$ cat src/rtl/sparsity_encoder_pkg.sv
// Shared constants, FSM state encoding and the row-of-index helper used by the
// sparsity encoder and anyone rebuilding its per-row counts.
package sparsity_encoder_pkg;

    localparam int IF_WIDTH     = 16;
    localparam int IF_SIZE      = 4;
    localparam int KERNEL_WIDTH = 3;

    typedef enum logic [1:0] {
        IDLE = 2'd0,
        RUN  = 2'd1,
        DONE = 2'd2
    } enc_state_e;

    // Kernel row that a flattened element index falls into (0, 1 or 2).
    function automatic logic [1:0] row_of(input int unsigned idx, input int unsigned kw);
        if (idx < kw) begin
            return 2'd0;
        end else if (idx < 2 * kw) begin
            return 2'd1;
        end
        return 2'd2;
    endfunction

endpackage

$ cat src/rtl/sparsity_row_counter.sv
// Three saturating per-kernel-row nonzero counters; row_cnt_o already
// includes the pulse of the current cycle so a caller can latch it on that edge.
module sparsity_row_counter
    import sparsity_encoder_pkg::*;
#(
    parameter int IDX_WIDTH     = 4,
    parameter int ROW_CNT_WIDTH = 2,
    parameter int KW            = KERNEL_WIDTH
) (
    input  logic                       clk,
    input  logic                       rst_n,
    input  logic                       clear_i,
    input  logic                       flag_pulse_i,
    input  logic [IDX_WIDTH-1:0]       elem_idx_i,
    output logic [3*ROW_CNT_WIDTH-1:0] row_cnt_o
);

    localparam logic [ROW_CNT_WIDTH-1:0] CNT_MAX = '1;

    logic [ROW_CNT_WIDTH-1:0] cnt_q [3];
    logic [ROW_CNT_WIDTH-1:0] cnt_d [3];
    logic [1:0]               row;

    always_comb begin
        row = row_of(32'(elem_idx_i), KW);
        for (int r = 0; r < 3; r++) begin
            cnt_d[r] = cnt_q[r];
            if (flag_pulse_i && (row == 2'(r)) && (cnt_q[r] != CNT_MAX)) begin
                cnt_d[r] = cnt_q[r] + 1'b1;
            end
        end
    end

    assign row_cnt_o = {cnt_d[2], cnt_d[1], cnt_d[0]};

    always_ff @(posedge clk or negedge rst_n) begin
        if (!rst_n) begin
            for (int r = 0; r < 3; r++) begin
                cnt_q[r] <= '0;
            end
        end else if (clear_i) begin
            for (int r = 0; r < 3; r++) begin
                cnt_q[r] <= '0;
            end
        end else begin
            for (int r = 0; r < 3; r++) begin
                cnt_q[r] <= cnt_d[r];
            end
        end
    end

endmodule

$ cat src/rtl/sparsity_encoder.sv
// Producer side of the sparsity-flag RAM: writes one flag per dense element,
// compacts nonzero values into the value RAM and reports per-frame counts.
module sparsity_encoder
    import sparsity_encoder_pkg::*;
#(
    parameter int DATA_WIDTH    = 8,
    parameter int ADDR_WIDTH    = IF_SIZE,
    parameter int FRAME_LEN     = IF_WIDTH,
    parameter int KW            = KERNEL_WIDTH,
    parameter int ROW_CNT_WIDTH = 2
) (
    input  logic                       clk,
    input  logic                       reset,
    input  logic                       mode,
    input  logic                       start,
    output logic                       busy,
    input  logic                       in_valid,
    output logic                       in_ready,
    input  logic [DATA_WIDTH-1:0]      in_data,
    output logic                       flag_wr_req,
    output logic                       flag_wr_data,
    output logic [ADDR_WIDTH-1:0]      flag_wr_addr,
    output logic                       val_wr_req,
    output logic [DATA_WIDTH-1:0]      val_wr_data,
    output logic [ADDR_WIDTH-1:0]      val_wr_addr,
    output logic [ADDR_WIDTH:0]        nnz_count,
    output logic [3*ROW_CNT_WIDTH-1:0] row_nnz,
    output logic                       done
);

    enc_state_e                 state_q;
    logic                       mode_q;
    logic                       busy_q;
    logic [ADDR_WIDTH-1:0]      last_idx_q;
    logic [ADDR_WIDTH-1:0]      elem_idx_q;
    logic [ADDR_WIDTH:0]        nz_idx_q;
    logic                       flag_req_q;
    logic                       flag_data_q;
    logic [ADDR_WIDTH-1:0]      flag_addr_q;
    logic                       val_req_q;
    logic [DATA_WIDTH-1:0]      val_data_q;
    logic [ADDR_WIDTH-1:0]      val_addr_q;
    logic [ADDR_WIDTH:0]        nnz_q;
    logic [3*ROW_CNT_WIDTH-1:0] row_nnz_q;
    logic                       done_q;

    logic                       accept;
    logic                       elem_nz;
    logic [ADDR_WIDTH:0]        nz_idx_d;
    logic                       row_pulse;
    logic                       row_clear;
    logic [3*ROW_CNT_WIDTH-1:0] row_cnt;

    always_comb begin
        accept    = (state_q == RUN) && in_valid;
        elem_nz   = |in_data;
        nz_idx_d  = nz_idx_q + (ADDR_WIDTH+1)'(elem_nz);
        row_pulse = accept && elem_nz && mode_q;
        row_clear = (state_q == IDLE) && start;
    end

    sparsity_row_counter #(
        .IDX_WIDTH     (ADDR_WIDTH),
        .ROW_CNT_WIDTH (ROW_CNT_WIDTH),
        .KW            (KW)
    ) u_row_counter (
        .clk          (clk),
        .rst_n        (reset),
        .clear_i      (row_clear),
        .flag_pulse_i (row_pulse),
        .elem_idx_i   (elem_idx_q),
        .row_cnt_o    (row_cnt)
    );

    always_ff @(posedge clk or negedge reset) begin
        if (!reset) begin
            state_q     <= IDLE;
            mode_q      <= 1'b0;
            busy_q      <= 1'b0;
            last_idx_q  <= '0;
            elem_idx_q  <= '0;
            nz_idx_q    <= '0;
            flag_req_q  <= 1'b0;
            flag_data_q <= 1'b0;
            flag_addr_q <= '0;
            val_req_q   <= 1'b0;
            val_data_q  <= '0;
            val_addr_q  <= '0;
            nnz_q       <= '0;
            row_nnz_q   <= '0;
            done_q      <= 1'b0;
        end else begin
            // Write strobes are single-cycle; idle write buses are driven to 0.
            flag_req_q  <= 1'b0;
            flag_data_q <= 1'b0;
            flag_addr_q <= '0;
            val_req_q   <= 1'b0;
            val_data_q  <= '0;
            val_addr_q  <= '0;
            done_q      <= 1'b0;

            case (state_q)
                IDLE: begin
                    if (start) begin
                        state_q    <= RUN;
                        busy_q     <= 1'b1;
                        mode_q     <= mode;
                        last_idx_q <= mode ? ADDR_WIDTH'(KW * KW - 1) : ADDR_WIDTH'(FRAME_LEN - 1);
                        elem_idx_q <= '0;
                        nz_idx_q   <= '0;
                    end
                end
                RUN: begin
                    if (accept) begin
                        flag_req_q  <= 1'b1;
                        flag_data_q <= elem_nz;
                        flag_addr_q <= elem_idx_q;
                        if (elem_nz) begin
                            val_req_q  <= 1'b1;
                            val_data_q <= in_data;
                            val_addr_q <= nz_idx_q[ADDR_WIDTH-1:0];
                        end
                        nz_idx_q <= nz_idx_d;
                        if (elem_idx_q == last_idx_q) begin
                            // Counts are published on the same edge as the last write.
                            state_q    <= DONE;
                            done_q     <= 1'b1;
                            nnz_q      <= nz_idx_d;
                            row_nnz_q  <= mode_q ? row_cnt : '0;
                            elem_idx_q <= '0;
                        end else begin
                            elem_idx_q <= elem_idx_q + 1'b1;
                        end
                    end
                end
                DONE: begin
                    state_q <= IDLE;
                    busy_q  <= 1'b0;
                end
                default: begin
                    state_q <= IDLE;
                    busy_q  <= 1'b0;
                end
            endcase
        end
    end

    assign busy         = busy_q;
    assign in_ready     = (state_q == RUN);
    assign flag_wr_req  = flag_req_q;
    assign flag_wr_data = flag_data_q;
    assign flag_wr_addr = flag_addr_q;
    assign val_wr_req   = val_req_q;
    assign val_wr_data  = val_data_q;
    assign val_wr_addr  = val_addr_q;
    assign nnz_count    = nnz_q;
    assign row_nnz      = row_nnz_q;
    assign done         = done_q;

endmodule

$ cat config.mk
export PLATFORM = sky130hd
export DESIGN_NAME = sparsity_encoder
export DESIGN_NICKNAME = d
export VERILOG_FILES = /design/src/rtl/sparsity_encoder_pkg.sv /design/src/rtl/sparsity_row_counter.sv /design/src/rtl/sparsity_encoder.sv
export SDC_FILE = /design/constraint.sdc
export NUM_CORES = 1
export LEC_CHECK = 0
export CORE_MARGIN = 2
export CORE_UTILIZATION = 46
export CTS_CLUSTER_SIZE = 24
export DETAILED_ROUTE_END_ITERATION = 7
export DONT_BUFFER_PORTS = 1
export PLACE_DENSITY = 0.63
export SLEW_MARGIN = 10
export SYNTH_ARGS = -nofsm -noshare
export SYNTH_HDL_FRONTEND = slang
export SYNTH_SLANG_ARGS = --single-unit
export TNS_END_PERCENT = 30
$ cat constraint.sdc
create_clock -name clk -period 6 [get_ports clk]
set_input_delay 0.6 -clock clk [delete_from_list [all_inputs] [get_ports clk]]
set_output_delay 0.6 -clock clk [all_outputs]
set_load 0.03 [all_outputs]
==> flow_results.xml, run 1 <==
<?xml version="1.0" encoding="UTF-8"?>
<metrics>
  <group name="place">
    <metric name="place.detailed.hpwl" unit="um">2780</metric>
    <metric name="numPlacedInstances" unit="">222</metric>
    <metric name="place_area" unit="um2">2120</metric>
    <metric name="io_buffer_count" unit="">0</metric>
    <metric name="place_ws" unit="ps">3600</metric>
    <metric name="gp_congestion" unit="">0.854</metric>
  </group>
  <group name="sta">
    <metric name="hold_ws" unit="ps">127</metric>
    <metric name="fin_setup_tns" unit="ps">0</metric>
    <metric name="setup_ws" unit="ps">3710</metric>
    <metric name="timing.final.crit_share" unit="">0.381</metric>
    <metric name="worst_slew_pin_slew" unit="ps">829</metric>
    <metric name="hold_viol" unit="">0</metric>
    <metric name="report.final.setup_viol" unit="">0</metric>
    <metric name="timing.fmax" unit="MHz">437</metric>
    <metric name="final-max-slew-violation-count" unit="">0</metric>
    <metric name="rsz0062_at_grt" unit="">no</metric>
    <metric name="post_layout_min_period" unit="ps">2290</metric>
    <metric name="clock-skew-final" unit="ps">9.45</metric>
    <metric name="max_slew_margin" unit="">0.446</metric>
  </group>
  <group name="die">
    <metric name="die_width" unit="um">71.3</metric>
    <metric name="die_h" unit="um">71.3</metric>
    <metric name="io-pin-count" unit="">46</metric>
    <metric name="dieArea" unit="um2">5090</metric>
    <metric name="fp-row-count" unit="">24</metric>
    <metric name="floorplan.initialDensity" unit="">0.479</metric>
    <metric name="core_area" unit="um2">4350</metric>
  </group>
  <group name="worst_setup_path">
    <metric name="crit_path_cell_trace" unit="">or4_1 -&gt; a21o_1 -&gt; or2_1 -&gt; clkinv_8 -&gt; mux2_1</metric>
    <metric name="critPathRequiredTime" unit="ps">6180</metric>
    <metric name="count_of_buffering_cells_on_the_critical_path_with_inverters_included" unit="">1</metric>
    <metric name="timing.critical_path.arrival" unit="ps">2470</metric>
    <metric name="crit_family" unit="">simple AND/OR/NAND/NOR gates</metric>
    <metric name="cp_max_fo" unit="">10</metric>
    <metric name="cpPeakStageDelay" unit="ps">540</metric>
    <metric name="crit_path_start_kind" unit="">flop</metric>
    <metric name="slowest_stage" unit="">sky130_fd_sc_hd__or4_1</metric>
    <metric name="crit_path_end_kind" unit="">flop</metric>
    <metric name="crit_type" unit="">flop to flop</metric>
  </group>
  <group name="drt">
    <metric name="drt-initial-drc-count" unit="">70</metric>
    <metric name="route.antenna.remaining_nets" unit="">0</metric>
    <metric name="drc_viols" unit="">0</metric>
    <metric name="detail_route.first_pass.iterations" unit="">4</metric>
    <metric name="average_wire_per_cell_in_the_routed_design" unit="um">17.0</metric>
    <metric name="via_density_per_instance" unit="">5.64</metric>
    <metric name="count_of_vias_placed_by_the_detailed_router" unit="">1303</metric>
    <metric name="totalWireLength" unit="um">3920</metric>
  </group>
  <group name="global_routing">
    <metric name="gr-usage-all-layers" unit="">0.168</metric>
    <metric name="grt_start_max_net_pins" unit="">52</metric>
    <metric name="vias_in_the_first_global_route" unit="">1334</metric>
    <metric name="grt_overflow_total" unit="">0</metric>
    <metric name="first_pass_grt_wire_length" unit="um">6620</metric>
    <metric name="number_of_antenna_violations_at_the_first_check_in_global_routing" unit="">0</metric>
  </group>
  <group name="power">
    <metric name="power.ir.vdd_worst" unit="mV">0.169</metric>
    <metric name="powerDensity" unit="nW/um2">479</metric>
    <metric name="leakage" unit="nW">1.02</metric>
  </group>
  <group name="clocking">
    <metric name="clkSlewWorstSetupHoldPaths" unit="ps">90</metric>
    <metric name="hold_buffers" unit="">1</metric>
    <metric name="cts_sinks" unit="">51</metric>
    <metric name="worst_skew_pair.late_latency" unit="ps">300</metric>
    <metric name="max-clock-path-buffers" unit="">2</metric>
    <metric name="cts_resized" unit="">0</metric>
    <metric name="cts_root_buf" unit="">sky130_fd_sc_hd__clkbuf_8</metric>
    <metric name="count_of_h_tree_levels_built_during_cts" unit="">2</metric>
    <metric name="post_cts_setup_buffer_count" unit="">0</metric>
    <metric name="tritoncts" unit="">done</metric>
    <metric name="tritoncts.num_buffers" unit="">5</metric>
  </group>
  <group name="flow_run">
    <metric name="maxCapViolations" unit="">0</metric>
  </group>
  <group name="yosys">
    <metric name="seq_cells_post_synth" unit="">51</metric>
    <metric name="sequential_area_share_after_synthesis" unit="">0.612</metric>
    <metric name="synthCells" unit="">174</metric>
    <metric name="postSynth.asyncResetShare" unit="">1.00</metric>
    <metric name="netlist_area" unit="um2">2090</metric>
    <metric name="synth_ff_type" unit="">sky130_fd_sc_hd__dfrtp_1</metric>
    <metric name="ys_warn_count" unit="">0</metric>
    <metric name="syn_nets" unit="">193</metric>
    <metric name="synth-edff-count" unit="">0</metric>
    <metric name="synthDistinctLibCells" unit="">38</metric>
    <metric name="synthesis.area_per_instance" unit="um2">12.0</metric>
  </group>
  <group name="finish">
    <metric name="filler_cell_count" unit="">388</metric>
    <metric name="synthToLayoutAreaGrowth" unit="%">7.08</metric>
    <metric name="finalNonFillerCells" unit="">231</metric>
    <metric name="ff_latch_area" unit="um2">1280</metric>
    <metric name="antenna_cells_inserted" unit="">0</metric>
    <metric name="final_cell_area_excluding_filler_cells" unit="um2">2230</metric>
    <metric name="drive_above_1_share" unit="">0.0670</metric>
    <metric name="area_of_the_multi_input_gates" unit="um2">726</metric>
    <metric name="layout.nets" unit="">197</metric>
  </group>
  <group name="status">
    <metric name="outcome" unit="">complete, no violations</metric>
  </group>
  <group name="hold_path">
    <metric name="timing.hold.worst.class" unit="">input port to asynchronous set/reset pin</metric>
  </group>
</metrics>
layout make-up:
cell class,instances,area share
Clock inverter,2,0.00560
Multi-Input combinational cell,109,0.325
Timing Repair Buffer,2,0.0157
Inverter,9,0.0207
Clock buffer,6,0.0325
Tap cell,52,0.0291
Sequential cell,51,0.571
registers in the layout, indices dropped and copies added, names as in the netlist, 2 cells and up:
| name | count |
|---|---|
| nnz_count | 5 |
| last_idx_q | 2 |
| state_q | 2 |
| elem_idx_q | 4 |
| val_wr_addr | 4 |
| u_row_counter.cnt_q | 6 |
| val_wr_data | 8 |
| row_nnz | 6 |
| nz_idx_q | 5 |
| flag_wr_addr | 4 |
report_power, final:
part	internal (W)	total, W	switching [W]
Clock	0.0000816	0.000190	0.000108
Sequential	0.000445	0.000650	0.000205
Combinational	0.000105	0.000230	0.000124
cell usage in the layout, fill, tap and decap left out, types with 2 or more instances in the layout:
| cell | count |
|---|---|
| sky130_fd_sc_hd__xor2_1 | 3 |
| sky130_fd_sc_hd__mux2_1 | 2 |
| sky130_fd_sc_hd__or4_1 | 2 |
| sky130_fd_sc_hd__a2111oi_1 | 2 |
| sky130_fd_sc_hd__mux2i_1 | 4 |
| sky130_fd_sc_hd__a21oi_1 | 7 |
| sky130_fd_sc_hd__o2bb2ai_1 | 4 |
| sky130_fd_sc_hd__a22o_1 | 3 |
| sky130_fd_sc_hd__nand3_1 | 4 |
| sky130_fd_sc_hd__nor2_1 | 16 |
| sky130_fd_sc_hd__dfrtp_1 | 51 |
| sky130_fd_sc_hd__o31ai_1 | 2 |
| sky130_fd_sc_hd__ha_1 | 6 |
| sky130_fd_sc_hd__nand2_1 | 7 |
| sky130_fd_sc_hd__xnor2_1 | 4 |
| sky130_fd_sc_hd__o21ai_0 | 11 |
| sky130_fd_sc_hd__inv_1 | 7 |
| sky130_fd_sc_hd__clkbuf_8 | 5 |
| sky130_fd_sc_hd__and2_1 | 14 |
| sky130_fd_sc_hd__nor4_1 | 2 |
| sky130_fd_sc_hd__a21o_1 | 3 |
per-layer routing:
layer / vias up / GRT usage / share of wire
li1: 612 / - / -
met1: 641 / 0.218 / 0.44
met2: 45 / 0.266 / 0.48
met3: 5 / 0.0633 / 0.078
met4: 0 / 0.0440 / 0.010
met5: - / 0 / 0
cells by family (layout without fill, tap and decap cells):
family | Yosys count | in the layout | share of synthesized area
xor+xnor | 7 | 7 | 0.0294
simple gates | 54 | 54 | 0.137
buf+inv | 14 | 19 | 0.0402
flops | 51 | 51 | 0.612
mux | 6 | 6 | 0.0300
compound gates | 36 | 36 | 0.115
fa+ha+maj | 6 | 6 | 0.0360
metrics by stage:
step,util,power (W)
2_1_floorplan,-,0.000819
3_3_place_gp,0.487,0.000860
3_5_place_dp,0.487,0.000879
4_1_cts,0.513,0.00108
5_1_grt,0.513,0.00114
6_report,0.513,0.00107
worst paths after layout:
kind / from / endpoint / slack, ps / cells after the start
worst min-delay path: reset / val_wr_addr[0] / 130 / 1
min in group clk: mode / last_idx_q[2] / 380 / 1
worst max register to register: elem_idx_q[2] / nnz_count[0] / 3710 / 5
worst max-delay path: elem_idx_q[2] / nnz_count[0] / 3710 / 5
max in group asynchronous: reset / val_wr_data[2] / 5630 / 1
worst min register to register: last_idx_q[3] / last_idx_q[3] / 500 / 1
synth_stat cells (2+ instances only):
cell type | number | share of area
sky130_fd_sc_hd__nand3_1 | 4 | 0.0096
sky130_fd_sc_hd__inv_1 | 7 | 0.013
sky130_fd_sc_hd__o31ai_1 | 2 | 0.0072
sky130_fd_sc_hd__clkbuf_1 | 2 | 0.0036
sky130_fd_sc_hd__nand2_1 | 7 | 0.013
sky130_fd_sc_hd__mux2i_1 | 4 | 0.019
sky130_fd_sc_hd__o2bb2ai_1 | 4 | 0.017
sky130_fd_sc_hd__xnor2_1 | 4 | 0.017
sky130_fd_sc_hd__and2_1 | 14 | 0.042
sky130_fd_sc_hd__dfrtp_1 | 51 | 0.61
sky130_fd_sc_hd__nor4_1 | 2 | 0.0060
sky130_fd_sc_hd__mux2_1 | 2 | 0.011
sky130_fd_sc_hd__buf_6 | 2 | 0.011
sky130_fd_sc_hd__or4_1 | 2 | 0.0072
sky130_fd_sc_hd__a2111oi_1 | 2 | 0.0096
sky130_fd_sc_hd__a21oi_1 | 7 | 0.017
sky130_fd_sc_hd__ha_1 | 6 | 0.036
sky130_fd_sc_hd__nor2_1 | 16 | 0.029
sky130_fd_sc_hd__xor2_1 | 3 | 0.013
sky130_fd_sc_hd__o21ai_0 | 11 | 0.026
sky130_fd_sc_hd__a22o_1 | 3 | 0.013
sky130_fd_sc_hd__a21o_1 | 3 | 0.011
No activity file was read; power rests on OpenSTA's default activity.
==> run 2, diff against run 1 <==
--- a/config.mk
+++ b/config.mk
@@ -10,7 +10,7 @@
 export CTS_CLUSTER_SIZE = 24
 export DETAILED_ROUTE_END_ITERATION = 7
 export DONT_BUFFER_PORTS = 1
-export PLACE_DENSITY = 0.63
+export PLACE_DENSITY = 0.65
 export SLEW_MARGIN = 10
 export SYNTH_ARGS = -nofsm -noshare
 export SYNTH_HDL_FRONTEND = slang
==> constraint.sdc (replaced) <==
create_clock -name clk -period 2.1 [get_ports clk]
set_input_delay 0.21 -clock clk [delete_from_list [all_inputs] [get_ports clk]]
set_output_delay 0.21 -clock clk [all_outputs]
set_load 0.03 [all_outputs]
==> flow_results.xml, run 2 (synthesis gave the netlist of run 1 again) <==
<?xml version="1.0" encoding="UTF-8"?>
<metrics>
  <group name="sta">
    <metric name="report.final.setup_viol" unit="">0</metric>
    <metric name="fin_setup_tns" unit="ps">0</metric>
    <metric name="worst_slew_pin_slew" unit="ps">602</metric>
    <metric name="hold_viol" unit="">0</metric>
    <metric name="timing.fmax" unit="MHz">505</metric>
    <metric name="final-max-slew-violation-count" unit="">0</metric>
    <metric name="max_slew_margin" unit="">0.597</metric>
    <metric name="clock-skew-final" unit="ps">9.50</metric>
    <metric name="rsz0062_at_grt" unit="">no</metric>
    <metric name="setup_ws" unit="ps">118</metric>
    <metric name="timing.final.crit_share" unit="">0.944</metric>
    <metric name="post_layout_min_period" unit="ps">1980</metric>
  </group>
  <group name="finish">
    <metric name="drive_above_1_share" unit="">0.124</metric>
    <metric name="finalNonFillerCells" unit="">245</metric>
    <metric name="synthToLayoutAreaGrowth" unit="%">12.4</metric>
    <metric name="filler_cell_count" unit="">396</metric>
    <metric name="mostFrequentLayoutCells" unit="">sky130_fd_sc_hd__dfrtp_1 (51), sky130_fd_sc_hd__nor2_1 (16), sky130_fd_sc_hd__and2_1 (14)</metric>
    <metric name="largest_register_ffs" unit="">8</metric>
    <metric name="finalCoreUtilization" unit="">0.539</metric>
    <metric name="most_common_cell_after_layout_fill_and_taps_aside" unit="">sky130_fd_sc_hd__dfrtp_1</metric>
    <metric name="layout.nets" unit="">211</metric>
    <metric name="antenna_cells_inserted" unit="">0</metric>
  </group>
  <group name="drt">
    <metric name="via_density_per_instance" unit="">5.47</metric>
    <metric name="count_of_vias_placed_by_the_detailed_router" unit="">1340</metric>
    <metric name="drt-initial-drc-count" unit="">72</metric>
    <metric name="detail_route.first_pass.iterations" unit="">4</metric>
    <metric name="drc_viols" unit="">0</metric>
    <metric name="route.antenna.remaining_nets" unit="">0</metric>
    <metric name="totalWireLength" unit="um">4000</metric>
    <metric name="average_wire_per_cell_in_the_routed_design" unit="um">16.3</metric>
  </group>
  <group name="worst_setup_path">
    <metric name="cp_max_fo" unit="">10</metric>
    <metric name="crit_path_end_kind" unit="">flop</metric>
    <metric name="crit_path_cell_trace" unit="">or4_1 -&gt; a21o_1 -&gt; or2_1 -&gt; clkinv_8 -&gt; mux2_1</metric>
    <metric name="cpPeakStageDelay" unit="ps">520</metric>
    <metric name="timing.critical_path.arrival" unit="ps">2160</metric>
    <metric name="slowest_stage" unit="">sky130_fd_sc_hd__or4_1</metric>
    <metric name="reg2reg_slack" unit="ps">120</metric>
    <metric name="crit_path_start_kind" unit="">flop</metric>
    <metric name="crit_type" unit="">flop to flop</metric>
    <metric name="critPathRequiredTime" unit="ps">2280</metric>
  </group>
  <group name="place">
    <metric name="gp_congestion" unit="">0.827</metric>
    <metric name="numPlacedInstances" unit="">234</metric>
    <metric name="place_ws" unit="ps">102</metric>
    <metric name="place.detailed.hpwl" unit="um">2860</metric>
    <metric name="io_buffer_count" unit="">0</metric>
  </group>
  <group name="global_routing">
    <metric name="grt_overflow_total" unit="">0</metric>
    <metric name="first_pass_grt_wire_length" unit="um">6670</metric>
    <metric name="gr-usage-all-layers" unit="">0.175</metric>
    <metric name="grt_start_max_net_pins" unit="">52</metric>
    <metric name="vias_in_the_first_global_route" unit="">1364</metric>
    <metric name="number_of_antenna_violations_at_the_first_check_in_global_routing" unit="">0</metric>
  </group>
  <group name="die">
    <metric name="floorplan.initialDensity" unit="">0.479</metric>
    <metric name="die_h" unit="um">71.3</metric>
    <metric name="die_width" unit="um">71.3</metric>
    <metric name="io-pin-count" unit="">46</metric>
    <metric name="fp-row-count" unit="">24</metric>
    <metric name="core_area" unit="um2">4350</metric>
    <metric name="dieArea" unit="um2">5090</metric>
  </group>
  <group name="clocking">
    <metric name="worst_skew_pair.late_latency" unit="ps">300</metric>
    <metric name="tritoncts" unit="">done</metric>
    <metric name="post_cts_setup_buffer_count" unit="">0</metric>
    <metric name="cts_root_buf" unit="">sky130_fd_sc_hd__clkbuf_8</metric>
    <metric name="max-clock-path-buffers" unit="">2</metric>
    <metric name="tritoncts.num_buffers" unit="">5</metric>
    <metric name="cts_sinks" unit="">51</metric>
    <metric name="clkSlewWorstSetupHoldPaths" unit="ps">90</metric>
    <metric name="count_of_h_tree_levels_built_during_cts" unit="">2</metric>
  </group>
  <group name="power">
    <metric name="power.ir.vdd_worst" unit="mV">0.610</metric>
    <metric name="powerDensity" unit="nW/um2">1320</metric>
    <metric name="leakage" unit="nW">1.09</metric>
  </group>
  <group name="status">
    <metric name="outcome" unit="">complete, no violations</metric>
  </group>
  <group name="flow_run">
    <metric name="maxCapViolations" unit="">0</metric>
  </group>
  <group name="hold_path">
    <metric name="timing.hold.worst.class" unit="">input port to flop</metric>
  </group>
</metrics>
-- run 2: changes by cell type in the layout (fill, tap and decap cells not counted) --
cell | previous run | this run
sky130_fd_sc_hd__buf_4 | 1 | 13
sky130_fd_sc_hd__a211oi_1 | 1 | 0
sky130_fd_sc_hd__dlygate4sd3_1 | 0 | 2
sky130_fd_sc_hd__a211oi_2 | 0 | 1
sky130_fd_sc_hd__clkinvlp_4 | 1 | 0
sky130_fd_sc_hd__clkbuf_1 | 1 | 2
-- run 2: critical path: cells and delay by family, from the launching register on --
kind / cells / cell delay (ps)
AOI/OAI and AO/OA: 1 / 200
buffers and inverters: 1 / 100
DFF: 1 / 410
muxes: 1 / 330
and+or+nand+nor: 2 / 820
-- run 2: repair_timing --
item                                    in CTS  in global routing
gates resized for setup                      0                  1
endpoints found under the setup margin       0                  3
hold buffers                                 3                  0
endpoints found under the hold margin       52                  0
-- run 2: layout make-up --
cell class / count / area, um2 / area share
clock buffers: 7 / 76.3 / 0.0326
clock inverters: 1 / 5.00 / 0.00213
inverters: 9 / 46.3 / 0.0197
multi-input cells: 109 / 731 / 0.312
flip-flops and latches: 51 / 1280 / 0.544
well taps: 52 / 65.1 / 0.0277
repair buffers: 16 / 145 / 0.0619
-- run 2: report_power, final --
part / internal [W] / total, W / switching, W / leakage, nW
clock network: 0.000234 / 0.000528 / 0.000294 / 0.0422
registers: 0.00127 / 0.00182 / 0.000549 / 0.653
logic: 0.000354 / 0.000752 / 0.000398 / 0.398
total: 0.00186 / 0.00310 / 0.00124 / 1.09
-- run 2: routing by layer --
metal,up-vias,share of wire,track usage
li1,632,-,-
met1,656,0.43,0.216
met2,48,0.49,0.279
met3,4,0.070,0.0619
met4,0,0.017,0.0755
met5,-,0,0
-- run 2: metrics by stage --
step           hold slack, ps  instance area, um2  power [W]
6_report                 32.6                2340    0.00310
5_1_grt                  11.9                2340    0.00331
4_1_cts                  22.9                2340    0.00313
3_5_place_dp            -84.4                2210    0.00257
3_3_place_gp            -84.3                2210    0.00253
2_1_floorplan           -85.6                2090    0.00234
-- run 2: path summary, 6_finish.rpt --
| path | startpoint | endpoint | cells past startpoint |
|---|---|---|---|
| setup / recovery | elem_idx_q[1] | nnz_count[1] | 5 |
| hold / removal | in_data[7] | val_wr_data[7] | 1 |
| setup reg to reg | elem_idx_q[1] | nnz_count[1] | 5 |
| hold reg to reg | last_idx_q[3] | last_idx_q[3] | 1 |
| max in group asynchronous | reset | nnz_count[2] | 2 |
| min in group asynchronous | reset | elem_idx_q[2] | 2 |
==> RTL edit 1: new RTL, config.mk and constraints of run 2 <==
Add an input register stage for `mode`, without a reset; this delays it by one clock. The other inputs are not delayed to match.
--- a/src/rtl/sparsity_encoder.sv
+++ b/src/rtl/sparsity_encoder.sv
@@ -27,6 +27,12 @@
     output logic [3*ROW_CNT_WIDTH-1:0] row_nnz,
     output logic                       done
 );
+
+    logic mode_r;
+
+    always_ff @(posedge clk) begin
+        mode_r <= mode;
+    end
 
     enc_state_e                 state_q;
     logic                       mode_q;
@@ -104,8 +110,8 @@
                     if (start) begin
                         state_q    <= RUN;
                         busy_q     <= 1'b1;
-                        mode_q     <= mode;
-                        last_idx_q <= mode ? ADDR_WIDTH'(KW * KW - 1) : ADDR_WIDTH'(FRAME_LEN - 1);
+                        mode_q     <= mode_r;
+                        last_idx_q <= mode_r ? ADDR_WIDTH'(KW * KW - 1) : ADDR_WIDTH'(FRAME_LEN - 1);
                         elem_idx_q <= '0;
                         nz_idx_q   <= '0;
                     end
Formal check against the unedited RTL: same outputs for any inputs over 10 cycles, from zero or initial values and one cycle with reset low; that may be too few to reach the edited logic, so the function may still have changed.
==> RTL edit 1 against run 2 <==
Area after synthesis is 1.9% higher. Routed wire length down 0.33%. Sequential cell count grew 1. Fmax shrank 1.2%. Final area is 1.8% higher. Total power grew 5.4%. Setup slack got worse by 0.023 ns. Critical endpoint is now row_nnz[1]$_DFFE_PN0P_.
==> RTL edit 1: results (changes against run 2) <==
metric,value,unit,change
hp-class,primary input to flip-flop,,unchanged
groute.layer.met1.usage,0.220,,was 0.216
fin_nets,210,,was 211
cp-startpoint,elem_idx_q[0]$_DFFE_PN0P_,,was elem_idx_q[1]$_DFFE_PN0P_
power_leakage,0.00107,µW,was 0.00109 µW
synth_fp_nets,198,,was 193
arrival,2.19,ns,was 2.16 ns
rr_endpoint,row_nnz[1]$_DFFE_PN0P_,,was nnz_count[1]$_DFFE_PN0P_
drt_pass1_iterations,4,,unchanged
fin_cells,244,,was 245
endpoint,row_nnz[1]$_DFFE_PN0P_,,was nnz_count[1]$_DFFE_PN0P_
synth-adder-area-share,0.0353,,was 0.0360
num_vias,1371,,was 1340
synthArstFlopShare,0.981,,was 1.00
first_iter_violations,51,,was 72
yosysUniqueCellTypes,39,,was 38
status,completed,,unchanged
yosys-top-cells-count,"dfrtp_1, o21ai_0, nor2_1, and2_1, nand2_1",,"was dfrtp_1, nor2_1, and2_1, o21ai_0"
grt_pass1_wl,6780,µm,was 6670 µm
synth-compound-area-share,0.135,,was 0.115
hold_ws,0.0325,ns,was 0.0326 ns
min-delay-start,in_data[6],,was in_data[7]
grtUsageTotal,0.170,,was 0.175
initial_core_util,0.482,,was 0.479
pg_seq,1830,µW,
gp_congestion,0.841,,was 0.827
ys_top_cells_by_area,"dfrtp_1, o21ai_0, and2_1",,"was dfrtp_1, and2_1, ha_1"
seq_area_frac_synth,0.610,,was 0.612
power_switching,1290,µW,was 1240 µW
fin_ws,0.0948,ns,was 0.118 ns
cp_max_fo,3,,was 10
p_sw_frac,0.394,,was 0.400
power_combinational,775,µW,was 752 µW
wl_per_cell,16.3,µm,about the same
numPortBuffers,0,,unchanged
grt_use_met2,0.267,,was 0.279
hpwl,2870,µm,was 2860 µm
grt_util_met3,0.0597,,was 0.0619
worst-slew-pin-transition,0.685,ns,was 0.602 ns
cts_made_buffers,5,,unchanged
synth_cells,179,,was 174
dp.cells,233,,was 234
synth_xor_area_frac,0.0288,,was 0.0294
drive_gt1_frac,0.141,,was 0.124
pre_cts_slack,0.111,ns,was 0.102 ns
antenna_cells,0,,unchanged
syn2layout_area_growth,12.2,%,was 12.4%
placed_area,2210,µm²,about the same
skew,0.00453,ns,was 0.00950 ns
synthMuxAreaShare,0.0294,,was 0.0300
irDropWorstVdd,0.517,mV,was 0.610 mV
hold_end,val_wr_data[6]$_DFF_PN0_,,was val_wr_data[7]$_DFF_PN0_
## RTL edit 1: changes by cell type after synthesis, sizes merged, moves of 2 or more
| cell | delta |
|---|---|
| o31ai | -2 |
| o41ai | +2 |
| o2bb2ai | -4 |
| a211oi | +2 |
| o21ai | +8 |
## RTL edit 1: layout make-up
cell class / instances / area (µm²)
repair buffers: 11 / 108
well taps: 52 / 65.1
multi-input cells: 114 / 779
flip-flops and latches: 52 / 1300
fillers: 385 / 2030
clock buffers: 5 / 68.8
inverters: 7 / 26.3
clock inverters: 3 / 42.5
## RTL edit 1: metal layers
metal  wire [µm]  vias up
met3         321       10
met2        1890       56
met1        1690      661
li1            -      644
met4          78        0
met5           0        -
## RTL edit 1: timing repair
item | in CTS | in global routing
gates resized for setup | 0 | 1
setup endpoints to repair | 0 | 2
hold endpoints to repair | 52 | 0
hold buffers | 3 | 0
setup buffers | 0 | 0
==> RTL edit 2: new RTL, settings of run 2 <==
Made on the original files. The package constant `IF_SIZE` goes from 4 to 8.
--- a/src/rtl/sparsity_encoder_pkg.sv
+++ b/src/rtl/sparsity_encoder_pkg.sv
@@ -3,7 +3,7 @@
 package sparsity_encoder_pkg;
 
     localparam int IF_WIDTH     = 16;
-    localparam int IF_SIZE      = 4;
+    localparam int IF_SIZE      = 8;
     localparam int KERNEL_WIDTH = 3;
 
     typedef enum logic [1:0] {
Interface: changed (resized flag_wr_addr, nnz_count and val_wr_addr); port bits go from 46 to 58. The function was not compared with the original's and may differ.
==> RTL edit 2 against run 2 <==
Sequential cell count is 20 higher. Final area is 59% higher. Total power is 44% higher. Worst hold slack worse by 0.0025 ns. First-iteration DRC count is 33% higher. Setup slack better by 0.068 ns. Sequential share of layout area is 6.7 points lower. Die area is 51% higher. Area after synthesis is 55% higher. Highest routed layer unchanged. Routed wire length is 73% higher. Clock power is 110% higher. Critical endpoint is now row_nnz[1]$_DFFE_PN0P_. Critical path depth stayed put. Critical path type unchanged.
==> RTL edit 2: results (changes against run 2) <==
metric,value,unit,change
fin_ws,0.187,ns,was 0.118 ns
drive_gt1_frac,0.152,,was 0.124
hold_end,state_q[0]$_DFFE_PN0P_,,was val_wr_data[7]$_DFF_PN0_
grtUsageTotal,0.199,,was 0.175
hold-path-cell-count,2,,was 1
synthMuxAreaShare,0.0136,,was 0.0300
groute.layer.met1.usage,0.270,,was 0.216
fillers,572,,was 396
m1WireLength,3100,µm,was 1710 µm
hpwl,4770,µm,was 2860 µm
slew_headroom,0.667,,was 0.597
placed_area,3400,µm²,was 2210 µm²
min-delay-start,in_valid,,was in_data[7]
synth_fp_nets,322,,was 193
fin_nets,344,,was 211
path_clk_slew,0.07,ns,was 0.09 ns
power_leakage,0.00169,µW,was 0.00109 µW
arrival,2.14,ns,was 2.16 ns
status,completed,,unchanged
yosysUniqueCellTypes,53,,was 38
hold_ws,0.0301,ns,was 0.0326 ns
met3_length,342,µm,was 281 µm
r2r-start,elem_idx_q[0]$_DFFE_PN0P_,,was elem_idx_q[1]$_DFFE_PN0P_
grt_pass1_wl,11600,µm,was 6670 µm
grt_use_met2,0.306,,was 0.279
crit_slowest_cell,dfrtp_1,,was or4_1
num_vias,2332,,was 1340
skew,0.0129,ns,was 0.00950 ns
yosys-top-cells-count,"dfrtp_1, nand2_1, and2_1, o21ai_0",,"was dfrtp_1, nor2_1, and2_1, o21ai_0"
cts_hold_buf,11,,was 3
grt_util_met3,0.0556,,was 0.0619
irDropWorstVdd,0.508,mV,was 0.610 mV
viasPerCell,5.47,,about the same
synth-compound-area-share,0.133,,was 0.115
seq_area_frac_synth,0.551,,was 0.612
synth-adder-area-share,0.0233,,was 0.0360
pre_cts_slack,0.0676,ns,was 0.102 ns
grt_pass1_vias,2233,,was 1364
gp_congestion,0.841,,was 0.827
synth_xor_area_frac,0.0326,,was 0.0294
==> RTL edit 2: changes by cell type after synthesis, moves of 7 or more <==
| cell | delta |
|---|---|
| and2_1 | +9 |
| clkbuf_1 | +8 |
| and3_1 | +7 |
| nand3_1 | +10 |
| o21ai_0 | +11 |
| dfrtp_1 | +20 |
| nand2_1 | +23 |
==> RTL edit 2: area by class of cell <==
type,count,area (µm²),area share
inverters,6,22.5,0.00605
repair buffers,27,248,0.0666
well taps,96,120,0.0323
flip-flops and latches,71,1780,0.477
clock inverters,6,60.1,0.0161
multi-input cells,210,1360,0.365
clock buffers,10,138,0.0370
==> RTL edit 2: cell families after synthesis <==
group,count (synthesis)
buf+inv,22
compound gates,63
mux,4
simple gates,125
fa+ha+maj,6
xor+xnor,12
flops,71
==> RTL edit 2: where the power goes <==
group          switching [µW]  leakage [µW]  internal [µW]  total, µW
clock network             514     0.0000981            574       1090
logic                     662      0.000649            500       1160
registers                 559      0.000942           1640       2200
total                    1740       0.00169           2720       4450
